===== config.mk =====
export PLATFORM = sky130hd
export DESIGN_NAME = key_event_decoder_flat
export DESIGN_NICKNAME = d
export VERILOG_FILES = /design/src/rtl/key_event_decoder_if.sv /design/src/rtl/key_event_decoder.sv /design/src/flat_wrapper.sv
export SDC_FILE = /design/constraint.sdc
export NUM_CORES = 1
export LEC_CHECK = 0
export CORE_ASPECT_RATIO = 0.9
export CORE_MARGIN = 2
export CORE_UTILIZATION = 41
export DETAILED_ROUTE_END_ITERATION = 8
export PLACE_DENSITY = 0.58
export SLEW_MARGIN = 0
export SYNTH_ARGS = -nofsm -noshare
export SYNTH_HDL_FRONTEND = slang
export SYNTH_SLANG_ARGS = --single-unit
export TNS_END_PERCENT = 5

===== constraint.sdc =====
create_clock -name clk_out -period 3.6 [get_ports clk_out]
set_input_delay 0.9 -clock clk_out [delete_from_list [all_inputs] [get_ports clk_out]]
set_output_delay 0.9 -clock clk_out [all_outputs]
set_load 0.03 [all_outputs]

===== src/rtl/key_event_decoder_if.sv =====
// rtl/key_event_decoder_if.sv - key event valid/ready handshake bundle
interface key_event_decoder_if;
    logic       evt_valid;
    logic       evt_ready;
    logic [1:0] evt_code;
    logic       evt_ovf;

    modport master (
        output evt_valid,
        output evt_code,
        output evt_ovf,
        input  evt_ready
    );

    modport slave (
        input  evt_valid,
        input  evt_code,
        input  evt_ovf,
        output evt_ready
    );
endinterface


===== src/rtl/key_event_decoder.sv =====
// rtl/key_event_decoder.sv - debounced key level to SHORT/LONG/REPEAT/DOUBLE events; KEY_DBL_CLICK_EN enables double-click
module key_event_decoder #(
    parameter int CNT_W   = 11,
    parameter int LONG_MS = 1000,
    parameter int REP_MS  = 200,
    parameter int DBL_MS  = 300
) (
    input  logic                 clk_out,
    input  logic                 timer_rst,
    input  logic                 key_in,
    output logic                 key_busy,
    key_event_decoder_if.master  evt
);

    localparam logic [2:0] S_IDLE     = 3'd0;
    localparam logic [2:0] S_PRESS    = 3'd1;
    localparam logic [2:0] S_HELD     = 3'd2;
`ifdef KEY_DBL_CLICK_EN
    localparam logic [2:0] S_WAIT_DBL = 3'd3;
    localparam logic [2:0] S_PRESS2   = 3'd4;
`endif

    localparam logic [1:0] EVT_SHORT  = 2'b00;
    localparam logic [1:0] EVT_LONG   = 2'b01;
    localparam logic [1:0] EVT_REPEAT = 2'b10;
`ifdef KEY_DBL_CLICK_EN
    localparam logic [1:0] EVT_DOUBLE = 2'b11;
`endif

    // Terminal counts: the compare fires on the last cycle of each interval.
    localparam logic [CNT_W-1:0] LONG_LAST = CNT_W'(LONG_MS - 1);
    localparam logic [CNT_W-1:0] REP_LAST  = CNT_W'(REP_MS - 1);
`ifdef KEY_DBL_CLICK_EN
    localparam logic [CNT_W-1:0] DBL_LAST  = CNT_W'(DBL_MS - 1);
`endif

    logic [2:0]       state;
    logic [2:0]       state_nxt;
    logic [CNT_W-1:0] cnt;
    logic [CNT_W-1:0] cnt_nxt;
    logic             emit;
    logic [1:0]       emit_code;

    // Next-state, counter and event-request decode; cnt restarts on every state entry.
    always_comb begin
        state_nxt = state;
        cnt_nxt   = '0;
        emit      = 1'b0;
        emit_code = EVT_SHORT;
        case (state)
            S_IDLE: begin
                if (key_in) begin
                    state_nxt = S_PRESS;
                end
            end
            S_PRESS: begin
                if (key_in) begin
                    if (cnt == LONG_LAST) begin
                        emit      = 1'b1;
                        emit_code = EVT_LONG;
                        state_nxt = S_HELD;
                    end else begin
                        cnt_nxt = cnt + 1'b1;
                    end
                end else begin
`ifdef KEY_DBL_CLICK_EN
                    state_nxt = S_WAIT_DBL;
`else
                    emit      = 1'b1;
                    emit_code = EVT_SHORT;
                    state_nxt = S_IDLE;
`endif
                end
            end
            S_HELD: begin
                if (!key_in) begin
                    state_nxt = S_IDLE;
                end else if (cnt == REP_LAST) begin
                    emit      = 1'b1;
                    emit_code = EVT_REPEAT;
                end else begin
                    cnt_nxt = cnt + 1'b1;
                end
            end
`ifdef KEY_DBL_CLICK_EN
            S_WAIT_DBL: begin
                if (key_in) begin
                    emit      = 1'b1;
                    emit_code = EVT_DOUBLE;
                    state_nxt = S_PRESS2;
                end else if (cnt == DBL_LAST) begin
                    emit      = 1'b1;
                    emit_code = EVT_SHORT;
                    state_nxt = S_IDLE;
                end else begin
                    cnt_nxt = cnt + 1'b1;
                end
            end
            S_PRESS2: begin
                if (!key_in) begin
                    state_nxt = S_IDLE;
                end
            end
`endif
            default: begin
                state_nxt = S_IDLE;
            end
        endcase
    end

    // FSM state, counter and registered busy flag.
    always_ff @(posedge clk_out or posedge timer_rst) begin
        if (timer_rst) begin
            state    <= S_IDLE;
            cnt      <= '0;
            key_busy <= 1'b0;
        end else begin
            state    <= state_nxt;
            cnt      <= cnt_nxt;
            key_busy <= (state_nxt != S_IDLE);
        end
    end

    // Single-entry event register: a same-edge accept frees the slot, otherwise a new event is dropped.
    always_ff @(posedge clk_out or posedge timer_rst) begin
        if (timer_rst) begin
            evt.evt_valid <= 1'b0;
            evt.evt_code  <= EVT_SHORT;
            evt.evt_ovf   <= 1'b0;
        end else if (emit) begin
            if (!evt.evt_valid || evt.evt_ready) begin
                evt.evt_valid <= 1'b1;
                evt.evt_code  <= emit_code;
            end else begin
                evt.evt_ovf   <= 1'b1;
            end
        end else if (evt.evt_valid && evt.evt_ready) begin
            evt.evt_valid <= 1'b0;
        end
    end

endmodule

===== src/flat_wrapper.sv =====
// flat-port wrapper written by rule: the top's interface ports become plain ports
module key_event_decoder_flat 
#(
    parameter int CNT_W   = 11,
    parameter int LONG_MS = 1000,
    parameter int REP_MS  = 200,
    parameter int DBL_MS  = 300
)
  (clk_out, timer_rst, key_in, key_busy, evt_evt_valid, evt_evt_code, evt_evt_ovf, evt_evt_ready);
  key_event_decoder_if evt_i ();
  input  logic clk_out;
  input  logic timer_rst;
  input  logic key_in;
  output logic key_busy;
  output wire logic [$bits(evt_i.evt_valid)-1:0] evt_evt_valid;
  output wire logic [$bits(evt_i.evt_code)-1:0] evt_evt_code;
  output wire logic [$bits(evt_i.evt_ovf)-1:0] evt_evt_ovf;
  input wire logic [$bits(evt_i.evt_ready)-1:0] evt_evt_ready;
  assign evt_evt_valid = evt_i.evt_valid;
  assign evt_evt_code = evt_i.evt_code;
  assign evt_evt_ovf = evt_i.evt_ovf;
  assign evt_i.evt_ready = evt_evt_ready;
  key_event_decoder #(.CNT_W(CNT_W), .LONG_MS(LONG_MS), .REP_MS(REP_MS), .DBL_MS(DBL_MS)) u_core (.clk_out(clk_out), .timer_rst(timer_rst), .key_in(key_in), .key_busy(key_busy), .evt(evt_i));
endmodule

## Yosys cells after proc, flatten, opt, wreduce, memory -nomap -nowiden

Index checks and enable logic that the tools add are counted.

- Bits in registers: 19

- Add/sub/neg operators: 1
- Equality and inequality tests: 5
- Multiplexer cells: 23
- Bitwise logic cells: 1
- Reductions and logical operators: 9

Operator list:

| operator | count |
|---|---|
| $mux W11 | 4 |
| $pmux W11 S2 | 1 |
| $mux W3 | 4 |
| $add A11 B1 Y11 const B | 1 |
| $eq A11 B10 Y1 const B | 1 |
| $eq A11 B8 Y1 const B | 1 |
| $mux W1 | 9 |
| $pmux W3 S3 | 1 |
| $reduce_and A2 Y1 | 3 |
| $mux W2 | 2 |
| $pmux W2 S2 | 1 |
| $eq A3 B1 Y1 const B | 1 |
| $eq A3 B2 Y1 const B | 1 |
| $logic_not A3 Y1 | 1 |
| $reduce_bool A3 Y1 | 1 |
| $ne A2 B2 Y1 const B | 1 |
| $pmux W1 S2 | 1 |
| $reduce_bool A2 Y1 | 1 |
| $logic_and A1 B1 Y1 | 1 |
| $logic_not A1 Y1 | 1 |
| $logic_or A1 B1 Y1 | 1 |
| $not A1 Y1 | 1 |

## Logic depth before layout (Yosys ltp)

- Depth in word-level cells: 6
- Depth in mapped cells: 6

## Least setup slack after synthesis

No wires, ideal clock.

- Path type: input port to flip-flop
- Start point: input port key_in
- End point: register u_core.evt.evt_code[0]
- Library setup time: 0.118 ns
- Data arrival time: 1.666 ns
- Data required time: 3.482 ns
- Setup slack: 1.816 ns
- Cell stages on the path: 4
- Path buffers: 0
- Cell sequence: nand4bb_1 -> nor4_2 -> nor3_1 -> a21o_1

- Word-level cells in the longest chain between the ends: 3

RTL lines:

| what | RTL line | text |
|---|---|---|
| start, declared | flat_wrapper.sv:13 | `input logic key_in;` |
| $mux W1 (on tied branches) | key_event_decoder.sv:76, key_event_decoder.sv:57 |  |
| $pmux W1 S2 | key_event_decoder.sv:50 | `case (state)` |
| $reduce_and A2 Y1 (no line) | -- |  |
| end signal, assigned | key_event_decoder.sv:133 | `evt.evt_code <= emit_code;` |
| end, declared | key_event_decoder_if.sv:10 | `output evt_code,` |

Several ways; a longest one is shown, not always the timed one.
A chain may end at the register's enable or synchronous reset.

## Worst setup path after layout

- Start point: register u_core.evt.evt_code[1]
- End point: output port evt_evt_code[1]

RTL lines:

| what | RTL line | text |
|---|---|---|
| end, declared | flat_wrapper.sv:16 | `output wire logic [$bits(evt_i.evt_code)-1:0] evt_evt_code;` |

No word-level cell between the ends.

==> metrics.md <==
| Metric | Value |
|---|---|
| Outcome | completed |
| Seq/Total Area, Yosys | 0.5108 |
| Clock Path Buffers | 2 |
| Hold path start | u_core.cnt[0] |
| # Max-Cap Violations | 0 |
| Sequential Power Share | 0.615 |
| Initial Util | 0.4306 |
| Avg Cell Area, Syn | 10.23 µm² |
| Min-Delay Endpoint | u_core.cnt[0] |
| GPL Wtd Cong | 0.8373 |
| Synth Cell Area | between 900 and 1000 µm² |
| Crit-path cells | clkdlybuf4s50_1 |
| Routed len/inst | roughly 12 µm |
| First-pass DRT Iterations | 4 |
| Ys Warns | 0 |
| Cell variety after synth | 32 |
| Setup TNS | 0 ns |
| Antenna violations before repair | 0 |
| Pwr Density | ~340 nW/µm² |
| Total track usage | 0.1460 |
| Fmax | 0.4393 GHz |
| Slowest cell on the critical path | clkdlybuf4s50_1 |
| Top Ports | 9 |
| Count leader, synth | dfrtp_1 |
| Arr. time, crit path | between 1 and 1.5 ns |
| Combinational power share | 0.082 |
| Clk pwr share | 0.303 |
| VDD IR-drop max | roughly 0.27 mV |
| TritonCTS Buffers | 3 |
| Tcrit/Tclk final | 0.6324 |
| Grt total ovfl | 0 |
| EDFF count, synth | 0 |
| WHS Path Cells | 1 |
| Port buffer count | 8 |
| Placed inst area | between 1000 and 1500 µm² |
| Worst path max stage delay | 0.69 ns |
| Clk root buf | clkbuf_4 |
| Drt total wl | about 1500 µm |
| CP Max Fanout | 3 |
| Worst R2R Path Depth | 5 |
| H-tree Lvls | 1 |
| Layout fillers | 206 |
| Share of cells above drive strength 1 | 0.09804 |
| CP Launch Type | flip-flop |
| Worst-Margin Slew | 0.6908 ns |
| 1st-iter DRT viols | 2 |
| Synth Register Bits | 19 |
| Internal power | between 200 and 300 µW |
| Vias | 654 |
| DIE HEIGHT | between 40 and 50 µm |
| Design area | between 1000 and 1500 µm² |
| Asr flop ratio synth | 1.000 |
| Final max-slew violation count | 0 |
| Maximum number of pins on one net before global-route repair | 20 |
| DRC | 0 |
| Worst endpoint required time | 2.70 ns |
| First-pass GRT wire length | between 2000 and 3000 µm |
| Synth top area cells | dfrtp_1 (51%), xnor2_1 (6.6%), nor2_1 (5.6%), nor3_1 (3.2%), nand4bb_4 (3.0%) |
| Ant. Diodes | 0 |
| Worst-path clk slew | 0.12 ns |
| Die area | roughly 2700 µm² |
| Dpl ws | 1.153 ns |
| Post-CTS resize count | 0 |
| Worst path bufs/invs | 1 |
| CTS tree | yes |
| Vias in the first global route | between 600 and 700 |
| Sw frac | 0.2419 |
| Dpl cells | 125 |
| Worst Hold Class | reg2reg |
| Die width | 54.23 µm |
| RR Endpoint | u_core.cnt[4] |
| Final Setup Violations | 0 |
| Ys flop type | dfrtp_1 |
| Syn Nets | 96 |
| RSZ-0062 raised after global routing | no |
| Levels on crit path | 1 |
| CTS Hold Bufs | 0 |
| Crit end category | output pin |
| Nets@finish | roughly 110 |
| Worst R2R Start | u_core.cnt[0] |
| DP Wirelength | between 1000 and 1500 µm |
| Top cells by count, synth | dfrtp_1 (19), nor2_1 (14), nand2_1 (7), xnor2_1 (7), nor3_1 (6) |
| Core Footprint | 2162 µm² |
| Crit path kind | reg2out |
| Synth top area share | 0.5108 |
| Row Count | 16 |
| DR vias/cell | about 5.1 |
| Switching pwr | about 87 µW |
| Worst hold slack | ~0.47 ns |
| Area growth, synth to finish | 14.65% |
| Clk sink count | 19 |
| Setup ws final | between 1 and 1.5 ns |
| Flop2flop setup slack | between 1.5 and 2 ns |
| Final hold viol count | 0 |
| Fin crit period | approximately 2.3 ns |
| Non-filler cells, final | between 100 and 150 |
| Antenna viol nets, final | 0 |
| Pleak | 0.4193 nW |
| Relative slew margins | 0.5390 |
| Post-synth top area cell | dfrtp_1 |
| Clock latency at the later pin of the worst-skew pair | roughly 0.3 ns |
| Post-CTS setup repair buffer count | 0 |
| Crit-path leading delay family | buffers and inverters |
| Mapped Cells | 91 |
| Worst Skew | ~0.013 ns |
[state kept, by name, indices dropped and copies added, names as in the netlist]
signal	count
u_core.key_busy	1
u_core.evt.evt_valid	1
u_core.evt.evt_code	2
u_core.cnt	11
u_core.evt.evt_ovf	1
u_core.state	3
[power groups by stage]
stage / sequential, mW / clock (mW) / combinational (mW)
after global placement: 0.226 / 0 / 0.0306
after global routing: 0.222 / 0.127 / 0.0334
after CTS: 0.221 / 0.114 / 0.0304
after detailed placement: 0.226 / 0 / 0.0301
final: 0.221 / 0.109 / 0.0297
after floorplan: 0.231 / 0 / 0.0121
[logic make-up after synthesis]
| kind of cell | count (synthesis) | share of synthesized area |
|---|---|---|
| AND/OR/NAND/NOR | 47 | 0.2903 |
| flip-flops | 19 | 0.5108 |
| AO/OA/AOI/OAI | 10 | 0.07663 |
| XOR/XNOR | 9 | 0.08468 |
| buffers and inverters | 4 | 0.02016 |
| adder cells (fa/ha/maj) | 1 | 0.01344 |
| other | 1 | 0.004028 |
[cell type report]
type | instances | area, µm² | area share
Inverter | 3 | 11.26 | 0.01055
Clock buffer | 3 | 22.52 | 0.02110
Sequential cell | 19 | 475.5 | 0.4455
Tap cell | 27 | 33.78 | 0.03165
Timing Repair Buffer | 8 | 80.08 | 0.07503
Clock inverter | 1 | 7.507 | 0.007034
Multi-Input combinational cell | 68 | 436.7 | 0.4091
[per-stage QoR]
stage	power, mW	util
2_1_floorplan	0.2431	-
3_3_place_gp	0.2561	0.4797
3_5_place_dp	0.2558	0.4797
4_1_cts	0.3655	0.4936
5_1_grt	0.3832	0.4936
6_report	0.3600	0.4936
[worst max path at each step]
stage | from | endpoint
2_1_floorplan | key_in | u_core.evt.evt_code[0]
3_3_place_gp | key_in | u_core.evt.evt_code[0]
3_5_place_dp | key_in | u_core.evt.evt_code[0]
4_1_cts | u_core.evt.evt_code[0] | evt_evt_code[0]
5_1_grt | u_core.evt.evt_valid | evt_evt_valid
6_report | u_core.evt.evt_code[1] | evt_evt_code[1]
[layer usage]
metal  global-route usage  vias to the layer above  wire [µm]
met5                    0                        -          0
met4              0.02917                        0         13
met3              0.06442                        2         60
met2               0.2068                        8        674
met1               0.2059                      309        796
li1                     -                      335          -
[cell usage in the layout, fill, tap and decap left out]
| cell | instances |
|---|---|
| a211oi_1 | 1 |
| a21o_1 | 1 |
| a21oi_1 | 1 |
| a21oi_2 | 1 |
| a22o_1 | 1 |
| and3_2 | 1 |
| clkbuf_4 | 3 |
| clkdlybuf4s50_1 | 8 |
| clkinvlp_4 | 1 |
| conb_1 | 1 |
| dfrtp_1 | 19 |
| ha_1 | 1 |
| inv_1 | 3 |
| nand2_1 | 7 |
| nand2b_1 | 2 |
| nand3_1 | 5 |
| nand3b_1 | 1 |
| nand4bb_1 | 2 |
| nand4bb_4 | 1 |
| nor2_1 | 14 |
| nor2b_1 | 2 |
| nor3_1 | 6 |
| nor4_1 | 2 |
| nor4_2 | 1 |
| o211ai_1 | 1 |
| o21ai_0 | 1 |
| o21bai_1 | 1 |
| o22ai_1 | 1 |
| o31ai_1 | 1 |
| or2_2 | 1 |
| or3_1 | 1 |
| or3b_2 | 1 |
| xnor2_1 | 7 |
| xor2_1 | 2 |
(Power assumes the default switching activity.)
